`src/rtl/psc_trigger_mux.sv`:
```
// Multi-channel EVR trigger to PSC serial frame multiplexer with round-robin arbitration.
// Optional even-parity bit before the stop bit when PSC_TRIGGER_PARITY_EN is defined.
module psc_trigger_mux #(
  parameter int unsigned CHANNELS        = 4,
  parameter int unsigned CLK_DIV         = 10,
  parameter int unsigned FRAME_BITS      = 8,
  parameter int unsigned TRIG_ACTIVE_LOW = 1
) (
  input  logic                                              clk,
  input  logic                                              reset,
  input  logic [CHANNELS-1:0]                               evr_trigger,
  input  logic [CHANNELS-1:0]                               enable,
  input  logic [CHANNELS*FRAME_BITS-1:0]                    trig_code,
  input  logic                                              overrun_clr,
  output logic                                              psc_output,
  output logic                                              busy,
  output logic [((CHANNELS > 1) ? $clog2(CHANNELS) : 1)-1:0] active_ch,
  output logic [CHANNELS-1:0]                               overrun
);

  localparam int unsigned CW = (CHANNELS > 1) ? $clog2(CHANNELS) : 1;
  localparam int unsigned TW = $clog2(CLK_DIV);
  localparam int unsigned BW = $clog2(FRAME_BITS + 1);
  localparam logic [CHANNELS-1:0] IDLE_LVL = (TRIG_ACTIVE_LOW != 0) ? {CHANNELS{1'b1}} : {CHANNELS{1'b0}};

  localparam logic [2:0] S_IDLE   = 3'd0;
  localparam logic [2:0] S_START  = 3'd1;
  localparam logic [2:0] S_DATA   = 3'd2;
`ifdef PSC_TRIGGER_PARITY_EN
  localparam logic [2:0] S_PARITY = 3'd3;
`endif
  localparam logic [2:0] S_STOP   = 3'd4;

  logic [CHANNELS-1:0]   sync1_q, sync2_q, prev_q, edge_q;
  logic [CHANNELS-1:0]   asrt_now_c, asrt_prev_c;
  logic [CHANNELS-1:0]   pending_q, pending_nxt, req_c, ev_c, grant_oh_c, ovr_set_c;
  logic [CHANNELS-1:0]   overrun_nxt;
  logic [CW-1:0]         ptr_q, ptr_nxt, grant_ch_c, active_nxt;
  logic                  arb_found_c, grant_c;
  logic [FRAME_BITS-1:0] code_sel_c, shift_q, shift_nxt;
  logic [2:0]            state_q, state_nxt;
  logic [TW-1:0]         timer_q, timer_nxt;
  logic [BW-1:0]         bit_cnt_q, bit_cnt_nxt;
  logic                  psc_nxt, busy_nxt, timer_last_c;
`ifdef PSC_TRIGGER_PARITY_EN
  logic                  parity_q, parity_nxt;
`endif

  // Two-flop synchroniser, history flop and registered edge pulse
  always_ff @(posedge clk) begin
    if (reset) begin
      sync1_q <= IDLE_LVL;
      sync2_q <= IDLE_LVL;
      prev_q  <= IDLE_LVL;
      edge_q  <= '0;
    end else begin
      sync1_q <= evr_trigger;
      sync2_q <= sync1_q;
      prev_q  <= sync2_q;
      edge_q  <= asrt_now_c & ~asrt_prev_c;
    end
  end

  assign asrt_now_c  = (TRIG_ACTIVE_LOW != 0) ? ~sync2_q : sync2_q;
  assign asrt_prev_c = (TRIG_ACTIVE_LOW != 0) ? ~prev_q  : prev_q;
  assign req_c       = pending_q & enable;
  assign ev_c        = edge_q & enable;

  // Round-robin: first requester at or after the pointer, then wrap below it
  always_comb begin
    arb_found_c = 1'b0;
    grant_ch_c  = '0;
    for (int c = 0; c < int'(CHANNELS); c++) begin
      if (!arb_found_c && req_c[c] && (CW'(c) >= ptr_q)) begin
        arb_found_c = 1'b1;
        grant_ch_c  = CW'(c);
      end
    end
    for (int c = 0; c < int'(CHANNELS); c++) begin
      if (!arb_found_c && req_c[c] && (CW'(c) < ptr_q)) begin
        arb_found_c = 1'b1;
        grant_ch_c  = CW'(c);
      end
    end
  end

  always_comb begin
    code_sel_c = '0;
    grant_oh_c = '0;
    for (int c = 0; c < int'(CHANNELS); c++) begin
      if (grant_ch_c == CW'(c)) begin
        code_sel_c    = trig_code[c*FRAME_BITS +: FRAME_BITS];
        grant_oh_c[c] = grant_c;
      end
    end
  end

  assign timer_last_c = (timer_q == '0);

  // Frame sequencer next-state logic
  always_comb begin
    state_nxt   = state_q;
    timer_nxt   = timer_q;
    bit_cnt_nxt = bit_cnt_q;
    shift_nxt   = shift_q;
    grant_c     = 1'b0;
    case (state_q)
      S_IDLE: grant_c = |req_c;
      S_START: begin
        if (timer_last_c) begin
          state_nxt   = S_DATA;
          timer_nxt   = TW'(CLK_DIV - 1);
          bit_cnt_nxt = '0;
        end else begin
          timer_nxt = timer_q - TW'(1);
        end
      end
      S_DATA: begin
        if (timer_last_c) begin
          timer_nxt   = TW'(CLK_DIV - 1);
          shift_nxt   = shift_q >> 1;
          bit_cnt_nxt = bit_cnt_q + BW'(1);
          if (bit_cnt_q == BW'(FRAME_BITS - 1)) begin
`ifdef PSC_TRIGGER_PARITY_EN
            state_nxt = S_PARITY;
`else
            state_nxt = S_STOP;
`endif
          end
        end else begin
          timer_nxt = timer_q - TW'(1);
        end
      end
`ifdef PSC_TRIGGER_PARITY_EN
      S_PARITY: begin
        if (timer_last_c) begin
          state_nxt = S_STOP;
          timer_nxt = TW'(CLK_DIV - 1);
        end else begin
          timer_nxt = timer_q - TW'(1);
        end
      end
`endif
      S_STOP: begin
        if (timer_last_c) begin
          state_nxt = S_IDLE;
          grant_c   = |req_c;
        end else begin
          timer_nxt = timer_q - TW'(1);
        end
      end
      default: state_nxt = S_IDLE;
    endcase

    if (grant_c) begin
      state_nxt = S_START;
      timer_nxt = TW'(CLK_DIV - 1);
      shift_nxt = code_sel_c;
    end
  end

  // Pending, overrun, pointer and registered line outputs
  always_comb begin
    pending_nxt = enable & (ev_c | (pending_q & ~grant_oh_c));
    ovr_set_c   = ev_c & pending_q & ~grant_oh_c;
    overrun_nxt = (overrun & ~{CHANNELS{overrun_clr}}) | ovr_set_c;
    ptr_nxt     = ptr_q;
    active_nxt  = active_ch;
    if (grant_c) begin
      ptr_nxt    = (grant_ch_c == CW'(CHANNELS - 1)) ? '0 : grant_ch_c + CW'(1);
      active_nxt = grant_ch_c;
    end
`ifdef PSC_TRIGGER_PARITY_EN
    parity_nxt = grant_c ? ^code_sel_c : parity_q;
`endif
    busy_nxt = (state_nxt != S_IDLE);
    case (state_nxt)
      S_START:  psc_nxt = 1'b0;
      S_DATA:   psc_nxt = shift_nxt[0];
`ifdef PSC_TRIGGER_PARITY_EN
      S_PARITY: psc_nxt = parity_nxt;
`endif
      default:  psc_nxt = 1'b1;
    endcase
  end

  always_ff @(posedge clk) begin
    if (reset) begin
      state_q    <= S_IDLE;
      timer_q    <= '0;
      bit_cnt_q  <= '0;
      shift_q    <= '0;
      pending_q  <= '0;
      overrun    <= '0;
      ptr_q      <= '0;
      active_ch  <= '0;
      psc_output <= 1'b1;
      busy       <= 1'b0;
`ifdef PSC_TRIGGER_PARITY_EN
      parity_q   <= 1'b0;
`endif
    end else begin
      state_q    <= state_nxt;
      timer_q    <= timer_nxt;
      bit_cnt_q  <= bit_cnt_nxt;
      shift_q    <= shift_nxt;
      pending_q  <= pending_nxt;
      overrun    <= overrun_nxt;
      ptr_q      <= ptr_nxt;
      active_ch  <= active_nxt;
      psc_output <= psc_nxt;
      busy       <= busy_nxt;
`ifdef PSC_TRIGGER_PARITY_EN
      parity_q   <= parity_nxt;
`endif
    end
  end

endmodule

```
`config.mk`:
```
export PLATFORM = sky130hd
export DESIGN_NAME = psc_trigger_mux
export DESIGN_NICKNAME = d
export VERILOG_FILES = /design/src/rtl/psc_trigger_mux.sv
export SDC_FILE = /design/constraint.sdc
export NUM_CORES = 1
export LEC_CHECK = 0
export CORE_MARGIN = 5
export CORE_UTILIZATION = 45
export DETAILED_ROUTE_END_ITERATION = 10
export GPL_TIMING_DRIVEN = 0
export PLACE_DENSITY = 0.73
export SYNTH_ARGS = -nofsm -noshare
export SYNTH_HDL_FRONTEND = slang
export SYNTH_SLANG_ARGS = --single-unit
```
`constraint.sdc`:
```
create_clock -name clk -period 4.3 [get_ports clk]
set_clock_uncertainty 0.05 [all_clocks]
set_input_delay 0.645 -clock clk [delete_from_list [all_inputs] [get_ports clk]]
set_output_delay 0.645 -clock clk [all_outputs]
set_load 0.005 [all_outputs]
```
Yosys cells after proc, flatten, opt, wreduce, memory -nomap -nowiden

Cells that the tools add are included.

Register bits: 49
Input bits: 43
Output and inout bits: 8
Logic and storage cells: 135

$add $sub $neg: 3
Order comparisons: 8
Equal/unequal tests: 13
Muxes and demuxes: 42
Bitwise logic cells: 15
Reductions and logical operators: 38

Operator list:

| operator                                                               | number |
|---|---|
| 8-bit 2-to-1 mux                                                       | 7 |
| 4-bit bitwise AND                                                      | 8 |
| 4-bit 2-to-1 mux                                                       | 5 |
| 4-bit inverter                                                         | 5 |
| 4-bit case mux with 2 select lines                                     | 2 |
| 1-bit logical AND                                                      | 15 |
| 3-bit 2-to-1 mux                                                       | 5 |
| 2-bit 2-to-1 mux                                                       | 7 |
| 1-bit 2-to-1 mux                                                       | 13 |
| 3-bit case mux with 4 select lines                                     | 1 |
| 4-bit OR                                                               | 2 |
| 2-bit nonzero test                                                     | 4 |
| 1-bit zero test                                                        | 7 |
| 3-bit by 1-bit equality test with 1-bit output (second input constant) | 2 |
| 3-bit by 2-bit equality test with 1-bit output (second input constant) | 2 |
| 2-bit inequality test (second input constant)                          | 3 |
| 2-bit AND reduction                                                    | 3 |
| 3-bit nonzero test                                                     | 2 |
| 4-bit by 1-bit adder with 4-bit output (second input constant)         | 1 |
| 2-bit equality test (second input constant)                            | 2 |
| 4-bit by 3-bit equality test with 1-bit output (second input constant) | 1 |
| 1-bit by 2-bit >= comparator with 1-bit output (first input constant)  | 2 |
| 2-bit >= comparator (first input constant)                             | 2 |
| 4-bit zero test                                                        | 1 |
| 13 further kinds                                                       | 17 |

Logic depth before layout (Yosys ltp)

Gate-level depths: netlist (run 1).

Word-level depth: 38
Depth in mapped cells: 11

Worst setup path before layout (run 1)

No wires, ideal clock.

Path kind: input to register
Start: input port enable[3]
End: register shift_q[0]
Setup time: 0.091 ns
Arrival time: 2.505 ns
Required time: 4.159 ns
Setup slack: 1.654 ns
Stages: 10
Buffers on the path: 2
Cell sequence: and2_1 > o221ai_1 > a21boi_0 > inv_1 > ha_1 > clkbuf_1 > clkbuf_1 > a221oi_1 > a211oi_1 > a311oi_1

Word-level cells in the longest chain between the ends: 26
Elaborated cells between the ends (all ways): 36

Ends and longest elaborated chain:

| element                         | line | text |
|---|---|---|
| start, declared                 | 12   | `input logic [CHANNELS-1:0] enable,` |
| 4-bit bitwise AND *             | 66   | `assign req_c = pending_q & enable;` |
| 1-bit logical AND (2 in series) | 74   | `if (!arb_found_c && req_c[c] && (CW'(c) >= ptr_q)) begin` |
| 1-bit 2-to-1 mux                | 74   |  |
| 1-bit zero test                 | 80   | `if (!arb_found_c && req_c[c] && (CW'(c) < ptr_q)) begin` |
| 1-bit logical AND (2 in series) | 80   |  |
| 1-bit 2-to-1 mux                | 80   |  |
| 1-bit zero test                 | 80   |  |
| 1-bit logical AND (2 in series) | 80   |  |
| (+5 left out)                   | -    |  |
| 1-bit zero test                 | 80   |  |
| 1-bit logical AND (2 in series) | 80   |  |
| 2-bit 2-to-1 mux *              | 80   |  |
| net grant_ch_c[0]               | 38   | `logic [CW-1:0] ptr_q, ptr_nxt, grant_ch_c, active_nxt;` |
| 2-bit zero test                 | 91   | `if (grant_ch_c == CW'(c)) begin` |
| 8-bit 2-to-1 mux (3 in series)  | 91   |  |
| 8-bit 2-to-1 mux *              | 91   |  |
| 8-bit 2-to-1 mux *              | 155  | `if (grant_c) begin` |
| end signal, assigned            | 206  | `shift_q <= shift_nxt;` |
| end, declared                   | 40   | `logic [FRAME_BITS-1:0] code_sel_c, shift_q, shift_nxt;` |

The timed path passes the listed nets; every way through them passes the cells marked *.
A chain may end at the register's enable or synchronous reset.

Worst setup path in the final report (run 1)

Start: input port enable[3]
End: register shift_q[4]

Same word-level chain as after synthesis.

==> results of run 1 <==
==> layout by cell type (no fill, tap or decap), drive strengths merged, types with 11 or more instances in the layout <==
| cell type | instances |
|---|---|
| clkdlybuf4s50 | 50 |
| inv | 26 |
| nand2 | 25 |
| a21oi | 22 |
| clkbuf | 14 |
| nand3b | 11 |
| or2 | 12 |
| a211oi | 15 |
| nor2 | 11 |
| dfxtp | 49 |
==> registers in the layout (all words and copies together), names as in the netlist <==
name,count
timer_q,4
pending_q,4
psc_output,1
sync1_q,4
busy,1
prev_q,4
state_q,3
bit_cnt_q,4
shift_q,8
sync2_q,4
overrun,4
edge_q,4
active_ch,2
ptr_q,2
==> power breakdown <==
part / total [W] / internal [W] / switching, W
Combinational: 0.000114 / 0.0000622 / 0.0000516
Sequential: 0.000473 / 0.000466 / 0.00000685
Clock: 0.000288 / 0.000122 / 0.000167
==> metrics by stage <==
step	cell area, sq um	instances	util	total power, W	setup WS (ns)
after floorplan	2370	274	-	0.000537	1.65
after global routing	3060	402	0.598	0.000919	0.492
after CTS	3060	402	0.598	0.000886	0.790
after detailed placement	2960	394	0.579	0.000596	0.510
after global placement	2960	394	0.579	0.000595	0.512
final	3060	402	0.598	0.000875	0.690
==> cell families after synthesis <==
group,Yosys count,share of synthesized area
buffers and inverters,41,0.0697
DFF,49,0.414
and+or+nand+nor,82,0.184
AOI/OAI and AO/OA,94,0.293
xor gates and xnor gates,2,0.00739
adders and majority gates,6,0.0317
==> worst register-to-register path: cells and delay by family (launching register included) <==
family	cells	cell delay (ns)
compound gates	6	1.61
buf+inv	1	0.42
fa+ha+maj	1	0.39
flops	1	0.37
simple gates	1	0.16
==> layer usage <==
| layer | vias up | wire length, um | GRT usage |
|---|---|---|---|
| met5 | - | 0 | 0 |
| met4 | 0 | 52 | 0.0441 |
| met3 | 7 | 207 | 0.0347 |
| met2 | 34 | 2880 | 0.292 |
| met1 | 1045 | 2780 | 0.252 |
| li1 | 1118 | - | - |
==> layout make-up <==
class	count	area, sq um
Tap cell	70	87.6
Buffer	17	75.1
Sequential cell	49	981
Fill cell	484	2050
Clock buffer	5	68.8
Clock inverter	3	28.8
Timing Repair Buffer	50	500
Inverter	24	90.1
Multi-Input combinational cell	184	1220
==> worst min path at each step <==
stage	to	cells after the start	slack [ns]
after floorplan	sync2_q[0]	1	0.34
after global placement	sync2_q[1]	1	0.34
after detailed placement	sync2_q[1]	1	0.35
after CTS	edge_q[2]	2	0.37
after global routing	edge_q[1]	2	0.39
final	edge_q[2]	2	0.36
==> synthesized netlist by cell type (3+ instances only) <==
library cell  instances  area (sq um)
a41oi_1               3          26.3
a21boi_0              4          30.0
dfxtp_1              49           981
ha_1                  6          75.1
a211oi_1             14           105
a221oi_1              8          70.1
clkbuf_1              9          33.8
nand2_1              25          93.8
o21ai_0               6          30.0
a21oi_1              22           110
a311oi_1              8          70.1
buf_2                 6          30.0
nand3_1               6          30.0
inv_1                24          90.1
nand3b_1             11          82.6
nand2b_1              3          18.8
nor3_1                4          20.0
nor2_1               11          41.3
or2_2                12          75.1
a21o_1                6          45.0
==> results.json, run 1 <==
{
  "cpPeakStageDelay_ns": 0.55,
  "grt_max_degree": 19,
  "synth_async_sr_flop_share": 0,
  "htreeDepth": 2,
  "maxCapViolCount": 0,
  "drive_above_1_share": 0.0964,
  "grt_usage": 0.182,
  "cts_tree": "built",
  "grt_first_pass_wirelength_um": 9550,
  "hold_viol_final": 0,
  "crit_family": "compound AO/OA/AOI/OAI gates",
  "worst_slew_pin_slew_ns": 0.674,
  "critPathMaxFanout": 10,
  "crit_cells": 10,
  "drt_iter0_markers": 103,
  "r2r_cells": 9,
  "rsz0062_at_grt": "false",
  "synthDistinctLibCells": 50,
  "crit_path_start": "enable[3]",
  "arrival_ns": 3.78,
  "synth_cells": 274,
  "hold_buffers": 0,
  "drc": 0,
  "grt_pass1_vias": 1974,
  "die_height_um": 82.6,
  "cts.sinks": 49,
  "routed_wirelength_um": 5920,
  "synth_ff_type": "dfxtp_1",
  "hold_class": "reg2reg",
  "vias_per_cell": 5.48,
  "die_area_sq_um": 6820,
  "critPathLaunchType": "primary input",
  "cts-root-buf": "clkbuf_8",
  "ir_drop_uv": 213,
  "antenna_found_initial": 0,
  "start_util": 0.464,
  "clock_tree.buffer_depth": 2,
  "cts.reportedPaths.clkPinSlew_ns": 0.09,
  "antenna_cells": 0,
  "status": "finished, final reports clean",
  "grt-ovfl-total": 0,
  "cp-end-kind": "register",
  "synth-edff-count": 0,
  "r2r-start": "pending_q[3]",
  "max_freq_mhz": 277,
  "wl_per_cell_um": 14.7,
  "final_max_slew_viol_count": 0,
  "numCtsBuffers": 5,
  "syn_area_per_cell_sq_um": 8.65,
  "critPathBufInv": 2,
  "design.core.area_sq_um": 5110,
  "worstSetupEndpoint": "shift_q[4]",
  "dieWidth_um": 82.6,
  "layout.nets": 380,
  "p_per_area_nw_per_um2": 286,
  "syn_area_sq_um": 2370,
  "first_pass_iters": 4,
  "ios": 51,
  "r2r_slack_ns": 1.21,
  "setup_violations": 0,
  "hpwl_um": 4540,
  "num_rows": 26,
  "postCtsSetupRepairBufs": 0,
  "finalCriticalPeriod_ns": 3.61,
  "finalCritPeriodShare": 0.839,
  "ys_seq_elements": 49,
  "io_buffers": 50,
  "crit_chain": "clkdlybuf4s50_1, and2_1, o221ai_1, a21boi_0, ha_1, clkbuf_1, a21oi_1, a221oi_1, a211oi_1, a311oi_1",
  "ant_nets": 0,
  "fin_hold_ws_ns": 0.362,
  "worstHoldStart": "prev_q[2]",
  "synth_seq_area_share": 0.414,
  "vias": 2204,
  "syn_to_final_growth_pct": 28.9,
  "cp_slowest_cell": "a21boi_0",
  "syn-num-nets": 323,
  "gp_congestion": 0.821,
  "yosys_warnings": 0,
  "slew_headroom": 0.547,
  "insertion_delay_ns": 0.31,
  "tns_ns": 0,
  "worstReg2RegEnd": "shift_q[4]",
  "required_ns": 4.47,
  "leakage_nw": 1.17,
  "post_cts_resized": 0,
  "worstSetupPathType": "in2reg"
}
No activity file was read; power rests on OpenSTA's default activity.
==> run 2: changes to the inputs <==
Settings changed: PLACE_DENSITY 0.73 to 0.76.
Clock period 4.3 ns to 3.22 ns, I/O delays scaled along.
==> results.json, run 2 (synthesis gave the netlist of run 1 again) <==
{
  "status": "finished, final reports clean",
  "regMostFlops": "shift_q",
  "drt_iter0_markers": 98,
  "hold_buffers": 0,
  "worst_slew_pin_slew_ns": 0.622,
  "cpPeakStageDelay_ns": 0.53,
  "dieWidth_um": 82.6,
  "cp_slowest_cell": "clkdlybuf4s50_1",
  "crit_chain": "clkdlybuf4s50_1, and2_1, o221ai_1, a21boi_2, inv_1, ha_1, clkbuf_1, clkbuf_2, a221oi_1, a211oi_1, a311oi_1",
  "cts_tree": "built",
  "vias": 2214,
  "cts.reportedPaths.clkPinSlew_ns": 0.10,
  "grt-ovfl-total": 0,
  "multiInputGateArea_sq_um": 1230,
  "arrival_ns": 3.21,
  "hpwl_um": 4620,
  "numCtsBuffers": 5,
  "die_area_sq_um": 6820,
  "routed_wirelength_um": 6120,
  "num_rows": 26,
  "rsz0062_at_grt": "false",
  "first_pass_iters": 4,
  "cts.sinks": 49,
  "leakage_nw": 1.19,
  "start_util": 0.464,
  "crit_family": "compound AO/OA/AOI/OAI gates",
  "layout.nets": 382,
  "fin_ws_ns": 0.190,
  "antenna_found_initial": 0,
  "final_area_sq_um": 3080,
  "ios": 51,
  "final_cells": 404,
  "ant_nets": 0,
  "largest_reg_flops": 8,
  "required_ns": 3.40,
  "finalCritPeriodShare": 0.941,
  "vias_per_cell": 5.48,
  "r2r_cells": 10,
  "wl_per_cell_um": 15.1,
  "final_max_slew_viol_count": 0,
  "crit_cells": 11,
  "final_cell_mix": "clkdlybuf4s50_1 (50), dfxtp_1 (49), nand2_1 (25), inv_1 (24), a21oi_1 (22)",
  "drive_above_1_share": 0.114,
  "critPathBufInv": 4,
  "slew_headroom": 0.581,
  "critPathLaunchType": "primary input",
  "die_height_um": 82.6,
  "dp_worst_setup_slack_ns": -0.490,
  "hold_class": "reg2reg",
  "grt_pass1_vias": 2142,
  "design.core.area_sq_um": 5110,
  "io_buffers": 50,
  "syn_to_final_growth_pct": 30.1,
  "p_per_area_nw_per_um2": 382,
  "grt_first_pass_wirelength_um": 9860,
  "worstSetupPathType": "in2reg",
  "fin_hold_ws_ns": 0.363,
  "cts-root-buf": "clkbuf_8",
  "antenna_cells": 0,
  "seqCellArea_sq_um": 981,
  "maxCapViolCount": 0,
  "finalCriticalPeriod_ns": 3.03,
  "p_total_w": 0.00118,
  "insertion_delay_ns": 0.31,
  "grt_max_degree": 19,
  "min_path_cells": 2,
  "gp_congestion": 0.857,
  "ir_drop_uv": 294,
  "hold_viol_final": 0,
  "setup_violations": 0,
  "critPathMaxFanout": 10,
  "place_inst": 394,
  "max_freq_mhz": 330,
  "grt_usage": 0.187,
  "htreeDepth": 2,
  "fill_cells": 471,
  "layout_commonest_cell": "clkdlybuf4s50_1",
  "cp-end-kind": "register",
  "placed_area_sq_um": 2960,
  "clock_tree.buffer_depth": 2,
  "drc": 0
}
-- run 2: timing repair --
item,CTS,global route
buffers inserted,0,2
gates resized for setup,1,6
setup endpoints to repair,8,8
pin swaps,0,1
-- run 2: worst register-to-register path: stages, from the launching register on --
cell and delay [ns]:
dfxtp_1 0.38, and2_1 0.17, o221ai_1 0.15, a21boi_2 0.28
inv_1 0.11, ha_1 0.20, clkbuf_1 0.21, clkbuf_2 0.26
a221oi_1 0.47, a211oi_1 0.09, a311oi_1 0.24
-- run 2: per-layer routing --
metal | GRT usage | vias up | share of wire
li1 | - | 1122 | -
met1 | 0.248 | 1047 | 0.46
met2 | 0.305 | 32 | 0.49
met3 | 0.0347 | 13 | 0.030
met4 | 0.0621 | 0 | 0.020
met5 | 0 | - | 0
-- run 2: final timing paths --
check	startpoint	end	slack, ns
max	enable[3]	shift_q[4]	0.19
min	prev_q[1]	edge_q[1]	0.36
max reg2reg	pending_q[3]	shift_q[4]	0.53
min reg2reg	prev_q[1]	edge_q[1]	0.36
-- run 2: layout make-up --
cell class / count / area share
Tap cell: 70 / 0.0284
Timing Repair Buffer: 52 / 0.167
Clock inverter: 3 / 0.00933
Sequential cell: 49 / 0.318
Buffer: 17 / 0.0252
Clock buffer: 5 / 0.0223
Inverter: 24 / 0.0292
Multi-Input combinational cell: 184 / 0.400
-- run 2: metrics by stage --
step | utilization | setup TNS [ns]
floorplan | - | 0
detailed placement | 0.579 | -4.06
global placement | 0.579 | -3.48
CTS | 0.598 | 0
finish | 0.604 | 0
global route | 0.604 | 0
-- run 2: power breakdown --
group / total [W] / switching (W) / internal (W)
sequential: 0.000632 / 0.00000907 / 0.000623
clock: 0.000391 / 0.000228 / 0.000163
combinational: 0.000155 / 0.0000708 / 0.0000841
